===== src/rtl/pipe_cp_gen_pkg.sv =====
`default_nettype none
// ============================================================================
//  Module      : cp_pkg
//  Description : Shared decode constants, control-word layout and the
//                opcode-class decoder used by the control-path generator.
//  Revision    : 1.0  initial release
// ============================================================================
package cp_pkg;

    // Instruction classes taken from OPCODE[9:7]
    typedef enum logic [2:0] {
        CLS_ALU_REG = 3'b000,
        CLS_ALU_IMM = 3'b001,
        CLS_LOGIC   = 3'b010,
        CLS_LOAD    = 3'b011,
        CLS_STORE   = 3'b100,
        CLS_BCOND   = 3'b101,
        CLS_BX      = 3'b110,
        CLS_ILLEGAL = 3'b111
    } op_class_e;

    // ARM-style condition codes
    localparam logic [3:0] COND_EQ = 4'b0000;
    localparam logic [3:0] COND_NE = 4'b0001;
    localparam logic [3:0] COND_CS = 4'b0010;
    localparam logic [3:0] COND_CC = 4'b0011;
    localparam logic [3:0] COND_MI = 4'b0100;
    localparam logic [3:0] COND_PL = 4'b0101;
    localparam logic [3:0] COND_VS = 4'b0110;
    localparam logic [3:0] COND_VC = 4'b0111;
    localparam logic [3:0] COND_HI = 4'b1000;
    localparam logic [3:0] COND_LS = 4'b1001;
    localparam logic [3:0] COND_GE = 4'b1010;
    localparam logic [3:0] COND_LT = 4'b1011;
    localparam logic [3:0] COND_GT = 4'b1100;
    localparam logic [3:0] COND_LE = 4'b1101;
    localparam logic [3:0] COND_AL = 4'b1110;
    localparam logic [3:0] COND_NV = 4'b1111;

    // One-hot immediate selects
    localparam logic [3:0] IMMSEL_REG = 4'b0001;
    localparam logic [3:0] IMMSEL_IMM = 4'b0010;
    localparam logic [3:0] IMMSEL_MEM = 4'b0100;
    localparam logic [3:0] IMMSEL_BR  = 4'b1000;

    localparam logic [3:0] ALUOP_ADD  = 4'b0100;

    // Flag write masks and bit positions (N,Z,C,V = 3..0)
    localparam logic [3:0] NZCV_ALL   = 4'b1111;
    localparam logic [3:0] NZCV_NZ    = 4'b1100;
    localparam int         FLAG_N     = 3;
    localparam int         FLAG_Z     = 2;
    localparam int         FLAG_C     = 1;
    localparam int         FLAG_V     = 0;

    // Control word carried down the pipeline alongside each valid bit
    typedef struct packed {
        logic [3:0] aluop;
        logic       alusrc;
        logic       regwrite;
        logic       memrw;
        logic       memtoreg;
        logic [3:0] nzcvwrite;
        logic [3:0] immsel;
        logic       bsel;
        logic       c_branch;
        logic       r_branch;
        logic [3:0] cond;
        logic       illegal;
    } ctrl_t;

    // Class decode; unlisted fields stay zero
    function automatic ctrl_t cp_decode(input op_class_e cls,
                                        input logic      s_bit,
                                        input logic [3:0] low);
        ctrl_t c;
        c = '0;
        case (cls)
            CLS_ALU_REG: begin
                c.aluop     = low;
                c.regwrite  = 1'b1;
                c.immsel    = IMMSEL_REG;
                c.nzcvwrite = s_bit ? NZCV_ALL : 4'b0000;
            end
            CLS_ALU_IMM: begin
                c.aluop     = low;
                c.alusrc    = 1'b1;
                c.regwrite  = 1'b1;
                c.immsel    = IMMSEL_IMM;
                c.nzcvwrite = s_bit ? NZCV_ALL : 4'b0000;
            end
            CLS_LOGIC: begin
                c.aluop     = low;
                c.regwrite  = 1'b1;
                c.immsel    = IMMSEL_REG;
                c.nzcvwrite = s_bit ? NZCV_NZ : 4'b0000;
            end
            CLS_LOAD: begin
                c.aluop     = ALUOP_ADD;
                c.alusrc    = 1'b1;
                c.memtoreg  = 1'b1;
                c.regwrite  = 1'b1;
                c.immsel    = IMMSEL_MEM;
            end
            CLS_STORE: begin
                c.aluop     = ALUOP_ADD;
                c.alusrc    = 1'b1;
                c.memrw     = 1'b1;
                c.immsel    = IMMSEL_MEM;
            end
            CLS_BCOND: begin
                c.c_branch  = 1'b1;
                c.bsel      = 1'b1;
                c.immsel    = IMMSEL_BR;
                c.cond      = low;
            end
            CLS_BX: begin
                c.r_branch  = 1'b1;
                c.cond      = COND_AL;
            end
            default: begin
                c.illegal   = 1'b1;
            end
        endcase
        return c;
    endfunction

endpackage
`default_nettype wire


===== src/rtl/pipe_cp_gen_if.sv =====
`default_nettype none
// ============================================================================
//  Module      : pipe_cp_gen_if
//  Description : Opcode input / decoded control output bundle of the
//                control-path generator. The master drives opcodes and
//                pipeline controls, the slave (the generator) drives controls.
//  Revision    : 1.0  initial release
// ============================================================================
interface pipe_cp_gen_if #(
    parameter int OPW = 10
);
    logic           VALID_IN;
    logic [OPW-1:0] OPCODE;
    logic           STALL;
    logic           FLUSH;
    logic [3:0]     NZCV_IN;
    logic           READY;
    logic           VALID_OUT;
    logic [3:0]     ALUOP;
    logic           ALUSRC;
    logic           REGWRITE;
    logic           MEMRW;
    logic           MEMTOREG;
    logic [3:0]     NZCVWRITE;
    logic [3:0]     IMMSEL;
    logic           BSEL;
    logic           C_BRANCH;
    logic           R_BRANCH;
    logic [3:0]     COND;
    logic           TAKEN;
    logic           FLUSH_OUT;
    logic           ILLEGAL;

    modport master (
        output VALID_IN, OPCODE, STALL, FLUSH, NZCV_IN,
        input  READY, VALID_OUT, ALUOP, ALUSRC, REGWRITE, MEMRW, MEMTOREG,
               NZCVWRITE, IMMSEL, BSEL, C_BRANCH, R_BRANCH, COND, TAKEN,
               FLUSH_OUT, ILLEGAL
    );

    modport slave (
        input  VALID_IN, OPCODE, STALL, FLUSH, NZCV_IN,
        output READY, VALID_OUT, ALUOP, ALUSRC, REGWRITE, MEMRW, MEMTOREG,
               NZCVWRITE, IMMSEL, BSEL, C_BRANCH, R_BRANCH, COND, TAKEN,
               FLUSH_OUT, ILLEGAL
    );
endinterface
`default_nettype wire


===== src/rtl/cp_cond_eval.sv =====
`default_nettype none
// ============================================================================
//  Module      : cp_cond_eval
//  Description : Combinational ARM-style condition check of a 4-bit condition
//                code against the N,Z,C,V flag register.
//  Revision    : 1.0  initial release
// ============================================================================
module cp_cond_eval
    import cp_pkg::*;
(
    input  wire logic [3:0] i_cond,
    input  wire logic [3:0] i_flags,
    output logic            o_pass
);

    logic w_n, w_z, w_c, w_v;

    assign w_n = i_flags[FLAG_N];
    assign w_z = i_flags[FLAG_Z];
    assign w_c = i_flags[FLAG_C];
    assign w_v = i_flags[FLAG_V];

    // Evaluate the condition; 1111 is the never-taken encoding
    always_comb begin
        o_pass = 1'b0;
        case (i_cond)
            COND_EQ: o_pass = w_z;
            COND_NE: o_pass = ~w_z;
            COND_CS: o_pass = w_c;
            COND_CC: o_pass = ~w_c;
            COND_MI: o_pass = w_n;
            COND_PL: o_pass = ~w_n;
            COND_VS: o_pass = w_v;
            COND_VC: o_pass = ~w_v;
            COND_HI: o_pass = w_c & ~w_z;
            COND_LS: o_pass = ~w_c | w_z;
            COND_GE: o_pass = (w_n == w_v);
            COND_LT: o_pass = (w_n != w_v);
            COND_GT: o_pass = ~w_z & (w_n == w_v);
            COND_LE: o_pass = w_z | (w_n != w_v);
            COND_AL: o_pass = 1'b1;
            COND_NV: o_pass = 1'b0;
            default: o_pass = 1'b0;
        endcase
    end

endmodule
`default_nettype wire


===== src/rtl/pipe_cp_gen.sv =====
`default_nettype none
// ============================================================================
//  Module      : pipe_cp_gen
//  Description : Pipelined control-path generator. Opcodes are decoded in
//                stage 1 and shifted through STAGES registers; the output
//                stage drives the control bundle, updates the NZCV flag
//                register and resolves branches, squashing younger work on a
//                taken branch.
//  Revision    : 1.0  initial release
// ============================================================================
module pipe_cp_gen
    import cp_pkg::*;
#(
    parameter int OPW    = 10,   // opcode width, >= 10
    parameter int STAGES = 3     // acceptance-to-output depth, 1..4
) (
    input  wire logic     CLK,
    input  wire logic     RST,
    pipe_cp_gen_if.slave  bus
);

    logic       w_upper_nz;
    op_class_e  w_cls;
    ctrl_t      w_dec;
    logic       w_accept;
    logic       w_kill;
    logic       w_out_valid;
    ctrl_t      w_out;
    logic       w_pass;
    logic       w_taken;
    logic       w_flush_out;
    logic       w_unused_bits;

    logic       r_valid [STAGES];
    ctrl_t      r_ctrl  [STAGES];
    logic [3:0] r_flags;

    // Any set bit above the fixed 10-bit layout marks the opcode undefined
    generate
        if (OPW > 10) begin : g_wide_opcode
            assign w_upper_nz = |bus.OPCODE[OPW-1:10];
        end else begin : g_narrow_opcode
            assign w_upper_nz = 1'b0;
        end
    endgenerate

    assign w_cls    = w_upper_nz ? CLS_ILLEGAL : op_class_e'(bus.OPCODE[9:7]);
    assign w_dec    = cp_decode(w_cls, bus.OPCODE[4], bus.OPCODE[3:0]);

    // Opcode bits [6:5] carry no control meaning
    assign w_unused_bits = &{1'b0, bus.OPCODE[6:5]};

    assign bus.READY = ~bus.STALL;
    assign w_accept  = bus.VALID_IN & ~bus.STALL;

    // A taken branch at the output squashes every younger stage and the
    // opcode arriving this cycle, so it behaves like an external flush
    assign w_flush_out = w_taken & ~bus.STALL;
    assign w_kill      = bus.FLUSH | w_flush_out;

    generate
        for (genvar i = 0; i < STAGES; i++) begin : g_stage
            if (i == 0) begin : g_first
                // Stage 1 captures the decoded opcode when accepted
                always_ff @(posedge CLK) begin
                    if (RST) begin
                        r_valid[i] <= 1'b0;
                        r_ctrl[i]  <= '0;
                    end else if (w_kill) begin
                        r_valid[i] <= 1'b0;
                        r_ctrl[i]  <= '0;
                    end else if (!bus.STALL) begin
                        r_valid[i] <= w_accept;
                        r_ctrl[i]  <= w_accept ? w_dec : '0;
                    end
                end
            end else begin : g_shift
                // Later stages only shift the previous stage forward
                always_ff @(posedge CLK) begin
                    if (RST) begin
                        r_valid[i] <= 1'b0;
                        r_ctrl[i]  <= '0;
                    end else if (w_kill) begin
                        r_valid[i] <= 1'b0;
                        r_ctrl[i]  <= '0;
                    end else if (!bus.STALL) begin
                        r_valid[i] <= r_valid[i-1];
                        r_ctrl[i]  <= r_ctrl[i-1];
                    end
                end
            end
        end
    endgenerate

    // Output stage: controls are forced to zero when no instruction is held
    assign w_out_valid = r_valid[STAGES-1];
    assign w_out       = w_out_valid ? r_ctrl[STAGES-1] : '0;

    // Flag register: per-bit load under the output instruction's write mask
    always_ff @(posedge CLK) begin
        if (RST) begin
            r_flags <= 4'b0000;
        end else if (w_out_valid && !bus.STALL) begin
            r_flags <= (r_flags & ~w_out.nzcvwrite) | (bus.NZCV_IN & w_out.nzcvwrite);
        end
    end

    // Branch resolution uses the flags as they stand before this cycle's update
    cp_cond_eval u_cond_eval (
        .i_cond  (w_out.cond),
        .i_flags (r_flags),
        .o_pass  (w_pass)
    );

    assign w_taken = w_out_valid & (w_out.r_branch | (w_out.c_branch & w_pass));

    assign bus.VALID_OUT = w_out_valid;
    assign bus.ALUOP     = w_out.aluop;
    assign bus.ALUSRC    = w_out.alusrc;
    assign bus.REGWRITE  = w_out.regwrite;
    assign bus.MEMRW     = w_out.memrw;
    assign bus.MEMTOREG  = w_out.memtoreg;
    assign bus.NZCVWRITE = w_out.nzcvwrite;
    assign bus.IMMSEL    = w_out.immsel;
    assign bus.BSEL      = w_out.bsel;
    assign bus.C_BRANCH  = w_out.c_branch;
    assign bus.R_BRANCH  = w_out.r_branch;
    assign bus.COND      = w_out.cond;
    assign bus.ILLEGAL   = w_out.illegal;
    assign bus.TAKEN     = w_taken;
    assign bus.FLUSH_OUT = w_flush_out;

endmodule
`default_nettype wire


===== src/flat_wrapper.sv =====
// flat-port wrapper written by rule: the top's interface ports become plain ports
module pipe_cp_gen_flat import cp_pkg::*;
#(
    parameter int OPW    = 10,                         
    parameter int STAGES = 3                                        
)
  (CLK, RST, bus_VALID_IN, bus_OPCODE, bus_STALL, bus_FLUSH, bus_NZCV_IN, bus_READY, bus_VALID_OUT, bus_ALUOP, bus_ALUSRC, bus_REGWRITE, bus_MEMRW, bus_MEMTOREG, bus_NZCVWRITE, bus_IMMSEL, bus_BSEL, bus_C_BRANCH, bus_R_BRANCH, bus_COND, bus_TAKEN, bus_FLUSH_OUT, bus_ILLEGAL);
  pipe_cp_gen_if #(.OPW(OPW)) bus_i ();
  input  wire logic CLK;
  input  wire logic RST;
  input wire logic [$bits(bus_i.VALID_IN)-1:0] bus_VALID_IN;
  input wire logic [$bits(bus_i.OPCODE)-1:0] bus_OPCODE;
  input wire logic [$bits(bus_i.STALL)-1:0] bus_STALL;
  input wire logic [$bits(bus_i.FLUSH)-1:0] bus_FLUSH;
  input wire logic [$bits(bus_i.NZCV_IN)-1:0] bus_NZCV_IN;
  output wire logic [$bits(bus_i.READY)-1:0] bus_READY;
  output wire logic [$bits(bus_i.VALID_OUT)-1:0] bus_VALID_OUT;
  output wire logic [$bits(bus_i.ALUOP)-1:0] bus_ALUOP;
  output wire logic [$bits(bus_i.ALUSRC)-1:0] bus_ALUSRC;
  output wire logic [$bits(bus_i.REGWRITE)-1:0] bus_REGWRITE;
  output wire logic [$bits(bus_i.MEMRW)-1:0] bus_MEMRW;
  output wire logic [$bits(bus_i.MEMTOREG)-1:0] bus_MEMTOREG;
  output wire logic [$bits(bus_i.NZCVWRITE)-1:0] bus_NZCVWRITE;
  output wire logic [$bits(bus_i.IMMSEL)-1:0] bus_IMMSEL;
  output wire logic [$bits(bus_i.BSEL)-1:0] bus_BSEL;
  output wire logic [$bits(bus_i.C_BRANCH)-1:0] bus_C_BRANCH;
  output wire logic [$bits(bus_i.R_BRANCH)-1:0] bus_R_BRANCH;
  output wire logic [$bits(bus_i.COND)-1:0] bus_COND;
  output wire logic [$bits(bus_i.TAKEN)-1:0] bus_TAKEN;
  output wire logic [$bits(bus_i.FLUSH_OUT)-1:0] bus_FLUSH_OUT;
  output wire logic [$bits(bus_i.ILLEGAL)-1:0] bus_ILLEGAL;
  assign bus_i.VALID_IN = bus_VALID_IN;
  assign bus_i.OPCODE = bus_OPCODE;
  assign bus_i.STALL = bus_STALL;
  assign bus_i.FLUSH = bus_FLUSH;
  assign bus_i.NZCV_IN = bus_NZCV_IN;
  assign bus_READY = bus_i.READY;
  assign bus_VALID_OUT = bus_i.VALID_OUT;
  assign bus_ALUOP = bus_i.ALUOP;
  assign bus_ALUSRC = bus_i.ALUSRC;
  assign bus_REGWRITE = bus_i.REGWRITE;
  assign bus_MEMRW = bus_i.MEMRW;
  assign bus_MEMTOREG = bus_i.MEMTOREG;
  assign bus_NZCVWRITE = bus_i.NZCVWRITE;
  assign bus_IMMSEL = bus_i.IMMSEL;
  assign bus_BSEL = bus_i.BSEL;
  assign bus_C_BRANCH = bus_i.C_BRANCH;
  assign bus_R_BRANCH = bus_i.R_BRANCH;
  assign bus_COND = bus_i.COND;
  assign bus_TAKEN = bus_i.TAKEN;
  assign bus_FLUSH_OUT = bus_i.FLUSH_OUT;
  assign bus_ILLEGAL = bus_i.ILLEGAL;
  pipe_cp_gen #(.OPW(OPW), .STAGES(STAGES)) u_core (.CLK(CLK), .RST(RST), .bus(bus_i));
endmodule

===== config.mk =====
export PLATFORM = sky130hd
export DESIGN_NAME = pipe_cp_gen_flat
export DESIGN_NICKNAME = d
export VERILOG_FILES = /design/src/rtl/pipe_cp_gen_pkg.sv /design/src/rtl/pipe_cp_gen_if.sv /design/src/rtl/cp_cond_eval.sv /design/src/rtl/pipe_cp_gen.sv /design/src/flat_wrapper.sv
export SDC_FILE = /design/constraint.sdc
export NUM_CORES = 1
export LEC_CHECK = 0
export CORE_AREA = 2 2 130 69
export DETAILED_ROUTE_END_ITERATION = 8
export DIE_AREA = 0 0 132 71
export PLACE_DENSITY_LB_ADDON = 0.1
export SYNTH_ARGS = -nofsm -noshare
export SYNTH_HDL_FRONTEND = slang
export SYNTH_HIERARCHICAL = 1
export SYNTH_SLANG_ARGS = --single-unit
export TNS_END_PERCENT = 20

===== constraint.sdc =====
create_clock -name CLK -period 2.8 [get_ports CLK]
set_input_delay 0.42 -clock CLK [delete_from_list [all_inputs] [get_ports CLK]]
set_output_delay 0.42 -clock CLK [all_outputs]
set_load 0.05 [all_outputs]

==> reports/qor.yml <==
finish:
  seq_area_um2: 2060
  finalNetCount: 305
  finish.utilization_pct: 49.5
  multi_input_comb_area_um2: 1030
  filler_cell_count: 746
  drive_gt1_share_pct: 23.9
  area_growth_syn_to_layout_pct: 31.9
  insertedDiodeCount: 0
synth:
  synth.ff_latch_count: 70
  synth.avg_cell_area_um2: 13.5
  async_reset_ff_share_pct: 0
  syn_inst: 232
  synth_edf_count: 66
  synth_warnings: 6
  synth.lib_cells_used.distinct: 42
  synth-main-ff-cell: "sky130_fd_sc_hd__edfxtp_1"
  mappedNetlistArea_um2: 3120
  mappedNetlistNets: 251
  synth-seq-area-share_pct: 66.1
clock_tree:
  cts_tree: "built"
  ctsRootBufferMaster: "sky130_fd_sc_hd__clkbuf_16"
  clk_transition_reported_paths_ns: 0.05
  worst_skew_pair.late_latency_ns: 0.33
  cts_num_sinks: 70
  ctsHtreeMaxLevel: 3
  clockBufferDepth: 2
  cts_made_buffers: 9
drt:
  via_count: 1855
  avgRoutedWirePerCell_um: 13.9
  avgViaCountPerCell: 4.57
  total_routed_wirelength_mm: 5.65
  dr.first_iter.drc_count: 67
  drtAntennaViolNets: 0
  drtPass1Iterations: 4
  drc_errors: 0
floorplan:
  placeableCoreArea_um2: 8320
  die_area_um2: 9370
  site_rows: 24
  io_pins: 47
  chipWidth_um: 132
  fp.dieH_um: 71
  floorplan.initialDensity_pct: 37.5
critical_path:
  worstPathRequired_ns: 2.38
  worst-setup-path-type: "reg -> out"
  path_delay_family: "compound AO/OA/AOI/OAI gates"
  path_cells: "buf_4 > and2_4 > a211oi_2 > a2111oi_2 > a311oi_1 > o22ai_2 > a21oi_4 > nor3_4 > buf_12"
  critical_path.n_buffers_inverters: 2
  critPathLaunchType: "register"
  cp_data_arrival_time_ns: 2.38
  worst_setup_path_end_kind: "primary output"
  timing.critical_path.slowest_stage_cell: "sky130_fd_sc_hd__edfxtp_1"
  cp_max_fo: 6
  crit_path_max_incr_delay_ns: 0.41
sta:
  whs_ns: 0.514
  fmaxAchievable_mhz: 357
  final_max_slew_viol_count: 0
  layout_setup_ws_ns: -0.000116
  unrepaired_setup_endpoints_after_global_routing: "true"
  fin_crit_share_pct: 100
  finalClockSkew_ns: 0.00378
  slew-limit-headroom_pct: 62.3
  setup_tns_ns: -0.000116
  setup_violations: 1
  finalWorstPathRequiredPeriod_ns: 2.80
  worst-slew-pin-transition_ns: 0.566
  final_hold_viol_count: 0
grt:
  global_route_wire_length_before_repair_mm: 8.90
  grt_max_degree: 50
  gr-total-overflow: 0
  number_of_antenna_violations_at_the_first_check_in_global_routing: 0
  grt_pass1_vias: 1676
  grt.total_usage_pct: 12.9
power_and_ir_drop:
  irDropWorstVdd_mv: 0.272
  power_density_nw_per_um2: 603
  leakagePower_uw: 0.00162
run:
  timing.max_cap.violations: 0
place:
  place_congestion: 0.753
  port-buffer-count: 44
  dpl.hpwl_mm: 3.69
status:
  failed_checks: "negative setup slack"
  outcome: "finished with violations"
hold_path:
  hold_path.class: "reg -> reg"
metal layers:
layer / GRT usage, % / routed length [um] / vias to the layer above
li1: - / - / 927
met2: 15.5 / 2310 / 39
met5: 0 / 0 / -
met1: 19.6 / 3000 / 884
met3: 5.23 / 269 / 5
met4: 6.16 / 63 / 0
what timing repair did:
action                                  4_1_cts  5_1_grt
setup buffers                                 2        6
gates resized for setup                       2       11
endpoints found under the setup margin       24       43
hold buffers                                  0        0
pin swaps                                     1       11
metrics by stage:
step,instance area (um^2),total power [uW],instances,setup slack [ns]
after floorplan,3160,1290,232,-0.298
after global placement,3680,1350,384,-0.0108
after detailed placement,3680,1350,384,-0.0754
after CTS,4010,2520,400,0.00401
after global routing,4120,2580,406,-0.150
final,4120,2480,406,-0.000116
cell usage after synthesis (2+ instances only):
cell type,count,share of area [%]
sky130_fd_sc_hd__edfxtp_1,66,63
sky130_fd_sc_hd__and2_1,50,10
sky130_fd_sc_hd__a21oi_1,11,1.8
sky130_fd_sc_hd__nor2_1,11,1.3
sky130_fd_sc_hd__nor3_1,11,1.8
sky130_fd_sc_hd__and2_4,10,2.8
sky130_fd_sc_hd__and2_2,5,1.2
sky130_fd_sc_hd__mux2i_1,5,1.6
sky130_fd_sc_hd__and3_2,4,0.96
sky130_fd_sc_hd__buf_4,4,0.96
sky130_fd_sc_hd__dfxtp_1,4,2.6
sky130_fd_sc_hd__nand2b_1,4,0.80
sky130_fd_sc_hd__buf_2,3,0.48
sky130_fd_sc_hd__clkbuf_1,3,0.36
sky130_fd_sc_hd__clkbuf_2,3,0.48
sky130_fd_sc_hd__inv_1,3,0.36
sky130_fd_sc_hd__nand2_1,3,0.36
sky130_fd_sc_hd__nand3b_1,3,0.72
sky130_fd_sc_hd__nor2b_1,3,0.60
sky130_fd_sc_hd__xor2_1,3,0.84
sky130_fd_sc_hd__or3_1,2,0.40
state kept, by name (all words and copies together) (netlist names), named ones only:
register,flops
u_core/r_ctrl,63
u_core/r_valid,3
cell type report:
| cell class | count | area share (%) |
|---|---|---|
| Clock buffer | 9 | 5.47 |
| Sequential cell | 70 | 50.1 |
| Timing Repair Buffer | 58 | 13.6 |
| Inverter | 4 | 0.365 |
| Clock inverter | 5 | 1.85 |
| Tap cell | 117 | 3.55 |
| Multi-Input combinational cell | 143 | 25.1 |
kinds of logic (layout without fill, tap and decap cells):
group / Yosys count / in the layout / synth area share, %
flops: 70 / 70 / 66.1
simple gates: 113 / 113 / 22.9
xor+xnor: 4 / 4 / 1.12
mux: 5 / 5 / 1.60
buf+inv: 19 / 76 / 3.77
compound gates: 21 / 21 / 4.53
path summary, 6_finish.rpt:
check / start / endpoint / slack [ns] / cells after the start
worst max-delay path: u_core/r_valid[2] / bus_FLUSH_OUT / -0.0001 / 9
worst min-delay path: u_core/r_ctrl[0][17] / u_core/r_ctrl[1][17] / 0.51 / 1
worst max register to register: u_core/r_valid[2] / u_core/r_ctrl[0][13] / 0.08 / 9
worst min register to register: u_core/r_ctrl[0][17] / u_core/r_ctrl[1][17] / 0.51 / 1
where the power goes:
group | internal, uW | switching [uW] | leakage (uW) | total (uW)
combinational | 56.1 | 87.6 | 0.000679 | 144
clock | 763 | 385 | 0.000145 | 1150
sequential | 1180 | 10.1 | 0.000802 | 1190
cell usage in the layout (no fill, tap or decap), types with 6 or more instances in the layout:
cell type	Yosys	final
sky130_fd_sc_hd__and2_1	50	46
sky130_fd_sc_hd__nor3_1	11	8
sky130_fd_sc_hd__clkbuf_16	0	9
sky130_fd_sc_hd__clkdlybuf4s50_1	0	42
sky130_fd_sc_hd__edfxtp_1	66	66
sky130_fd_sc_hd__buf_4	4	13
sky130_fd_sc_hd__and2_4	10	13
sky130_fd_sc_hd__and2_2	5	6
sky130_fd_sc_hd__nor2_1	11	9
sky130_fd_sc_hd__a21oi_1	11	11
No activity file was read; power rests on OpenSTA's default activity.
